$ cat config.mk
export PLATFORM = sky130hd
export DESIGN_NAME = ram_port_arbiter
export DESIGN_NICKNAME = d
export VERILOG_FILES = /design/src/rtl/ram_port_arbiter.sv
export SDC_FILE = /design/constraint.sdc
export NUM_CORES = 1
export LEC_CHECK = 0
export CORE_ASPECT_RATIO = 1.4
export CORE_MARGIN = 2
export CORE_UTILIZATION = 40
export DETAILED_ROUTE_END_ITERATION = 6
export PLACE_DENSITY = 0.8
export SKIP_LAST_GASP = 1
export SLEW_MARGIN = 20
export SYNTH_ARGS = -nofsm -noshare
export SYNTH_HDL_FRONTEND = slang
export SYNTH_SLANG_ARGS = --single-unit
export TNS_END_PERCENT = 1
$ cat constraint.sdc
create_clock -name clk -period 2.14 [get_ports clk]
set_input_delay 0.321 -clock clk [delete_from_list [all_inputs] [get_ports clk]]
set_output_delay 0.321 -clock clk [all_outputs]
set_load 0.05 [all_outputs]
$ cat src/rtl/ram_port_arbiter.sv
// Two-requester arbiter for a single-port RAM: round-robin with a bounded burst hold,
// registered RAM pins and an owner-tagged read-return pipeline.
module ram_port_arbiter #(
    parameter int unsigned ADDR_WIDTH = 8,
    parameter int unsigned DATA_WIDTH = 8,
    parameter int unsigned RD_LATENCY = 1,
    parameter int unsigned BURST_LEN  = 4
) (
    input  logic                  clk,
    input  logic                  reset,
    input  logic                  req0,
    input  logic                  req1,
    input  logic                  we0,
    input  logic                  we1,
    input  logic [ADDR_WIDTH-1:0] addr0,
    input  logic [ADDR_WIDTH-1:0] addr1,
    input  logic [DATA_WIDTH-1:0] wdata0,
    input  logic [DATA_WIDTH-1:0] wdata1,
    output logic                  gnt0,
    output logic                  gnt1,
    output logic                  rvalid0,
    output logic                  rvalid1,
    output logic [DATA_WIDTH-1:0] rdata,
    output logic [ADDR_WIDTH-1:0] address,
    output logic [DATA_WIDTH-1:0] data_in,
    output logic                  write_enb,
    output logic                  read_enb,
    input  logic [DATA_WIDTH-1:0] data_out
);

    localparam int unsigned TagDepth = RD_LATENCY + 1;
    localparam int unsigned CntWidth = $clog2(BURST_LEN + 1);
    localparam logic [CntWidth-1:0] BurstMax = CntWidth'(BURST_LEN);
    localparam logic [CntWidth-1:0] CntOne   = CntWidth'(1);

    typedef enum logic [1:0] {StIdle, StOwn0, StOwn1} state_e;

    state_e              state_q;
    logic [CntWidth-1:0] cnt_q;
    logic                ptr_q;        // favoured requester when both contend from idle
    logic                pin_owner_q;  // requester whose command sits on the RAM pins
    logic [TagDepth-1:0] tag_valid_q;
    logic [TagDepth-1:0] tag_owner_q;

    logic hold;
    logic any_gnt;
    logic win;
    logic same_owner;

    assign hold = (cnt_q < BurstMax);

    always_comb begin
        gnt0 = 1'b0;
        gnt1 = 1'b0;
        if (reset) begin
            if (req0 && req1) begin
                unique case (state_q)
                    StOwn0: begin
                        gnt0 = hold;
                        gnt1 = ~hold;
                    end
                    StOwn1: begin
                        gnt1 = hold;
                        gnt0 = ~hold;
                    end
                    default: begin
                        gnt0 = ~ptr_q;
                        gnt1 = ptr_q;
                    end
                endcase
            end else begin
                gnt0 = req0;
                gnt1 = req1;
            end
        end
    end

    assign any_gnt    = gnt0 | gnt1;
    assign win        = gnt1;
    assign same_owner = (gnt0 && (state_q == StOwn0)) || (gnt1 && (state_q == StOwn1));

    always_ff @(posedge clk or negedge reset) begin
        if (!reset) begin
            state_q     <= StIdle;
            cnt_q       <= '0;
            ptr_q       <= 1'b0;
            pin_owner_q <= 1'b0;
            address     <= '0;
            data_in     <= '0;
            write_enb   <= 1'b0;
            read_enb    <= 1'b0;
        end else begin
            write_enb <= 1'b0;
            read_enb  <= 1'b0;
            if (any_gnt) begin
                state_q     <= win ? StOwn1 : StOwn0;
                pin_owner_q <= win;
                address     <= win ? addr1 : addr0;
                data_in     <= win ? wdata1 : wdata0;
                write_enb   <= win ? we1 : we0;
                read_enb    <= win ? ~we1 : ~we0;
                if (same_owner) begin
                    if (hold) begin
                        cnt_q <= cnt_q + CntOne;
                    end
                end else begin
                    cnt_q <= CntOne;
                    ptr_q <= ~win;
                end
            end else begin
                state_q <= StIdle;
                cnt_q   <= '0;
            end
        end
    end

    // Tags follow the registered pins, so the last stage lines up with data_out.
    always_ff @(posedge clk or negedge reset) begin
        if (!reset) begin
            tag_valid_q <= '0;
            tag_owner_q <= '0;
        end else begin
            tag_valid_q <= {tag_valid_q[TagDepth-2:0], read_enb};
            tag_owner_q <= {tag_owner_q[TagDepth-2:0], pin_owner_q};
        end
    end

    assign rvalid0 = tag_valid_q[TagDepth-1] & ~tag_owner_q[TagDepth-1];
    assign rvalid1 = tag_valid_q[TagDepth-1] & tag_owner_q[TagDepth-1];
    assign rdata   = (rvalid0 | rvalid1) ? data_out : '0;

    a_gnt_onehot: assert property (@(posedge clk) disable iff (!reset) !(gnt0 && gnt1));
    a_pins_excl:  assert property (@(posedge clk) disable iff (!reset) !(write_enb && read_enb));

endmodule

==> results.json, run 1 <==
{
  "pin_count": 76,
  "layout-drive-gt1-share": 0.152,
  "synth_top_flop_cell": "dfrtp_1",
  "ys_types": 33,
  "ys_top_cells_by_area": "dfrtp_1 (49%), a31oi_1 (6.7%), nand3_1 (6.4%), o21ai_0 (5.0%), nor2_1 (4.8%)",
  "vdd_drop_max_uv": 513,
  "clk_latency_ns": 0.28,
  "drt-initial-drc-count": 49,
  "required_ns": 1.82,
  "diodes": 0,
  "hold_viol_final": 0,
  "grt_max_degree": 36,
  "synth_seq_cells": 29,
  "die-area_sq_um": 4250,
  "synth-seq-area-share": 0.485,
  "ant_nets": 0,
  "worst_pin_slew_ns": 0.532,
  "avgViaCountPerCell": 5.30,
  "final_nets": 287,
  "endpoint_kind": "primary output",
  "path_cells": "inv_1 > ha_1 > nand2b_4 > o211a_4 > nand2_4 > inv_1 > buf_12",
  "min_period_ns": 2.10,
  "synth_top_cell_by_area": "dfrtp_1",
  "syn_avg_cell_area_sq_um": 9.52,
  "synth_warnings": 0,
  "timing.reg2reg.setup_slack_ns": 0.29,
  "areaGrowthSynthToFinish_pct": 59.8,
  "status": "complete, no violations",
  "worst_path_max_delay_cell": "dfrtp_1",
  "numCtsBuffers": 5,
  "core_area_sq_um": 3610,
  "htreeDepth": 2,
  "wl_per_cell_um": 14.8,
  "drc": 0,
  "syn_inst": 157,
  "p_leak_nw": 1.01,
  "dr.pass1.iters": 4,
  "synth_edf_count": 0,
  "grt_first_pass_wirelength_mm": 6.60,
  "dp_hpwl_mm": 3.06,
  "tritoncts": "yes",
  "clock_path_buffers": 2,
  "cts_root_buffer": "clkbuf_8",
  "slew_violations": 0,
  "power_mw": 1.89,
  "fmax_ghz": 0.477,
  "io_buffers": 75,
  "maxCapViolCount": 0,
  "ys_top_cells_by_count": "dfrtp_1 (29), nand3_1 (19), nor2_1 (19)",
  "clock-sinks": 29,
  "gr-total-overflow": 0,
  "cp-start-kind": "register",
  "setup_tns_ns": 0,
  "dieHeight_um": 76.3,
  "num_rows": 26,
  "die_w_um": 55.7,
  "postCtsHoldBufs": 0,
  "synth_fp_nets": 207,
  "drt_wl_total_mm": 4.14,
  "slew_headroom": 0.644,
  "cpPeakStageDelay_ns": 0.34,
  "syn-cell-area_sq_um": 1500,
  "grt_antenna_before_repair": 0,
  "rsz0062_at_grt": "yes",
  "async_flop_share": 1.00,
  "crit_arrival_ns": 1.78,
  "grt_pass1_vias": 1369,
  "critPathMaxFanout": 4,
  "min_period_over_period": 0.980,
  "path_class": "reg2out",
  "fin_hold_ws_ns": 0.113,
  "n_fill_cell": 317,
  "clkTransAtPathRegs_ns": 0.06,
  "gp_congestion": 0.773,
  "final_area_sq_um": 2390,
  "vias": 1479,
  "yosysTopAreaCellShare": 0.485,
  "start_util": 0.414,
  "placed_cell_area_sq_um": 2260,
  "power_density_nw_per_um2": 792,
  "hold_class": "in2async",
  "cpMostUsedCell": "inv_1",
  "path_delay_family": "flip-flops",
  "path_buf_inv": 3,
  "yosysMostFrequentCell": "dfrtp_1",
  "fin_worst_skew_ns": 0.00680,
  "track_usage": 0.203,
  "finalSetupViolCount": 0
}
flip-flops by register name, indices dropped and copies added, names as in the netlist:
| signal | count |
|---|---|
| tag_owner_q | 2 |
| tag_valid_q | 2 |
| data_in | 8 |
| state_q | 2 |
| read_enb | 1 |
| write_enb | 1 |
| cnt_q | 3 |
| address | 8 |
| pin_owner_q | 1 |
| ptr_q | 1 |
cell families after synthesis:
group,Yosys count,synth area share
AO/OA/AOI/OAI,44,0.195
AND/OR/NAND/NOR,58,0.194
buffers and inverters,19,0.0686
adder cells (fa/ha/maj),4,0.0335
flip-flops,29,0.485
multiplexers,2,0.0176
XOR/XNOR,1,0.00586
path summary, 6_finish.rpt:
path                                     start             end  cells past startpoint
worst max-delay path                state_q[0]            gnt1                      7
worst min-delay path                     reset        cnt_q[1]                      2
worst max register to register      state_q[0]        cnt_q[1]                      7
worst min register to register  tag_owner_q[0]  tag_owner_q[1]                      0
max in group asynchronous                reset      address[4]                      2
min in group clk                tag_owner_q[0]  tag_owner_q[1]                      0
layer usage:
metal | wire length (um) | vias to the layer above | track usage
li1 | - | 706 | -
met1 | 1550 | 688 | 0.229
met2 | 2160 | 72 | 0.340
met3 | 307 | 13 | 0.0577
met4 | 129 | 0 | 0.110
met5 | 0 | - | 0
worst reg2reg max path: stages, from the launching register on:
cell	delay, ns
dfrtp_1	0.34
inv_1	0.06
ha_1	0.34
nand2b_2	0.23
o41a_1	0.32
buf_4	0.24
nand3_1	0.12
a21boi_0	0.08
cell type report:
cell class	count	area [sq um]	share of cell area
repair buffers	83	793	0.332
clock buffers	7	86.3	0.0361
inverters	9	33.8	0.0141
flip-flops and latches	29	726	0.304
well taps	42	52.6	0.0220
multi-input cells	109	698	0.292
repair_timing:
item,4_1_cts,5_1_grt
setup endpoints to repair,1,2
gates resized for setup,2,3
pin swaps,1,1
buffers inserted,0,2
hold endpoints to repair,0,0
report_power, final:
group          switching, mW  leakage, nW  internal, mW  total, mW
sequential            0.0501        0.344         0.635      0.685
clock                  0.196       0.0443         0.254      0.450
combinational          0.460        0.622         0.297      0.757
total                  0.706         1.01          1.19       1.89
stage by stage:
step                      std cells   util  setup slack [ns]
after CTS                       277  0.653            0.0127
final                           279  0.662            0.0430
after global routing            279  0.662           -0.0164
after global placement          270  0.625             0.184
after floorplan                 157      -             0.307
after detailed placement        270  0.625             0.170
layout by cell type (no fill, tap or decap), drive strengths merged:
master	instances
inv	9
a31oi	16
dfrtp	29
clkdlybuf4s50	64
nand3	19
nand2b	3
clkbuf	7
buf	19
and3	1
nor2	19
a21boi	1
o22ai	1
ha	4
nand3b	1
and2	9
nor4	1
o32a	1
o41a	1
o21ai	17
nand2	4
a21oi	2
xor2	1
o21a	2
o211ai	1
nor2b	1
mux2	2
o2111ai	1
o211a	1
(Power assumes the default switching activity.)
==> run 2: changes to the inputs <==
Settings changed: CORE_MARGIN 2 to 8.
==> run 2 against run 1 <==
Compared with the run above: combinational power increased by 3.2%; design area increased by 2.8%; via count increased by 0.20%; critical endpoint is now gnt0; global-route usage decreased by 4.8 points; sequential power about the same; fmax increased by 0.16%; largest power group unchanged; register-to-register slack got worse by 0.03 ns; core utilization increased by 1.8 points; flip-flop and latch count unchanged; setup slack improved by 0.0034 ns.
==> results.json, run 2 (synthesis results as in run 1) <==
{
  "layout-drive-gt1-share": 0.177,
  "wl_per_cell_um": 15.9,
  "finalSetupViolCount": 0,
  "min_period_ns": 2.09,
  "htreeDepth": 2,
  "gr-total-overflow": 0,
  "grt_antenna_before_repair": 0,
  "areaGrowthSynthToFinish_pct": 64.3,
  "dr.pass1.iters": 4,
  "drt_wl_total_mm": 4.52,
  "fin_worst_skew_ns": 0.00693,
  "dp_hpwl_mm": 3.44,
  "crit_path_start": "state_q[0]",
  "die_w_um": 67.7,
  "clock_path_buffers": 2,
  "grt_pass1_vias": 1563,
  "status": "complete, no violations",
  "start_util": 0.414,
  "timing.reg2reg.setup_slack_ns": 0.26,
  "cpPeakStageDelay_ns": 0.42,
  "slew_headroom": 0.648,
  "pin_count": 76,
  "drc": 0,
  "dieHeight_um": 88.3,
  "maxCapViolCount": 0,
  "final_nets": 292,
  "worst_pin_slew_ns": 0.526,
  "required_ns": 1.82,
  "vias": 1482,
  "gp_congestion": 0.803,
  "fmax_ghz": 0.478,
  "final_area_sq_um": 2460,
  "crit_arrival_ns": 1.77,
  "setup_tns_ns": 0,
  "avgViaCountPerCell": 5.20,
  "numCtsBuffers": 5,
  "grt_first_pass_wirelength_mm": 7.14,
  "slew_violations": 0,
  "hold_viol_final": 0,
  "final_common_cell": "clkdlybuf4s50_1",
  "placed_cell_area_sq_um": 2280,
  "p_leak_nw": 1.04,
  "tritoncts": "yes",
  "grt_max_degree": 31,
  "path_cells": "inv_2 > ha_4 > nand2b_2 > o2111ai_4 > inv_1 > buf_12",
  "clk_latency_ns": 0.29,
  "reg2reg_to": "read_enb",
  "clock-sinks": 29,
  "track_usage": 0.155,
  "fin_hold_ws_ns": 0.359,
  "min_period_over_period": 0.978,
  "diodes": 0,
  "top_regs": "address x8, data_in x8, cnt_q x3",
  "rr_worst_depth": 8,
  "utilization": 0.680,
  "drt-initial-drc-count": 37,
  "worst_path_max_delay_cell": "dfrtp_1",
  "die-area_sq_um": 5980,
  "power_density_nw_per_um2": 774,
  "critPathMaxFanout": 4,
  "crit_end": "gnt0",
  "core_area_sq_um": 3610,
  "num_rows": 26,
  "path_class": "reg2out",
  "ant_nets": 0,
  "hold_class": "reg2reg",
  "cp-start-kind": "register",
  "vdd_drop_max_uv": 551,
  "dp_slack_ns": 0.202,
  "clkTransAtPathRegs_ns": 0.06,
  "layout_common_cells": "clkdlybuf4s50_1 (64), dfrtp_1 (29), buf_4 (20)",
  "cts_root_buffer": "clkbuf_8",
  "regToRegStartpoint": "state_q[0]",
  "endpoint_kind": "primary output",
  "io_buffers": 75,
  "setup_ws_ns": 0.0465
}
[run 2: cell count changes in the layout (fill, tap and decap cells not counted), moves of 2 or more]
| cell | previous run | this run |
|---|---|---|
| clkinv_2 | 0 | 2 |
| buf_4 | 17 | 20 |
| ha_4 | 0 | 2 |
| inv_1 | 7 | 5 |
| inv_2 | 2 | 4 |
[run 2: per-stage QoR]
stage	power [mW]	std cells
after floorplan	1.14	157
after global placement	1.43	272
after detailed placement	1.44	272
after CTS	1.89	281
after global routing	2.00	285
final	1.90	285
[run 2: per-layer routing]
layer | GRT usage | up-vias | routed length (um)
met5 | 0 | - | 0
met2 | 0.261 | 63 | 2260
li1 | - | 726 | -
met3 | 0.0672 | 8 | 539
met1 | 0.154 | 685 | 1610
met4 | 0.0859 | 0 | 116
[run 2: area by class of cell]
| cell class | count | area, sq um |
|---|---|---|
| fillers | 294 | 1150 |
| repair buffers | 88 | 848 |
| flip-flops and latches | 29 | 726 |
| multi-input cells | 109 | 713 |
| clock buffers | 6 | 72.6 |
| well taps | 42 | 52.6 |
| inverters | 9 | 33.8 |
| clock inverters | 2 | 10.0 |
[run 2: worst max-delay path, delay by kind of cell, from the launching register on]
family,cells,cell delay [ns]
fa+ha+maj,1,0.26
flops,1,0.42
simple gates,1,0.22
buf+inv,3,0.35
compound gates,1,0.24
[run 2: timing repair]
item,4_1_cts,5_1_grt
hold endpoints to repair,5,0
setup buffers,0,4
pin swaps,1,3
hold buffers,1,0
gates resized for setup,3,6
setup endpoints to repair,2,2
[run 2: worst min path at each step]
stage / startpoint / endpoint / slack [ns] / depth (start not counted)
after floorplan: reset / address[0] / 0.03 / 0
after CTS: tag_owner_q[0] / tag_owner_q[1] / 0.36 / 0
after global routing: tag_valid_q[0] / tag_valid_q[1] / 0.37 / 0
after global placement: reset / data_in[3] / 0.22 / 1
after detailed placement: reset / data_in[3] / 0.22 / 1
final: tag_valid_q[0] / tag_valid_q[1] / 0.36 / 0
[run 2: where the power goes]
part	switching [mW]	internal (mW)	leakage [nW]
combinational	0.465	0.316	0.656
clock	0.210	0.225	0.0450
sequential	0.0500	0.635	0.344
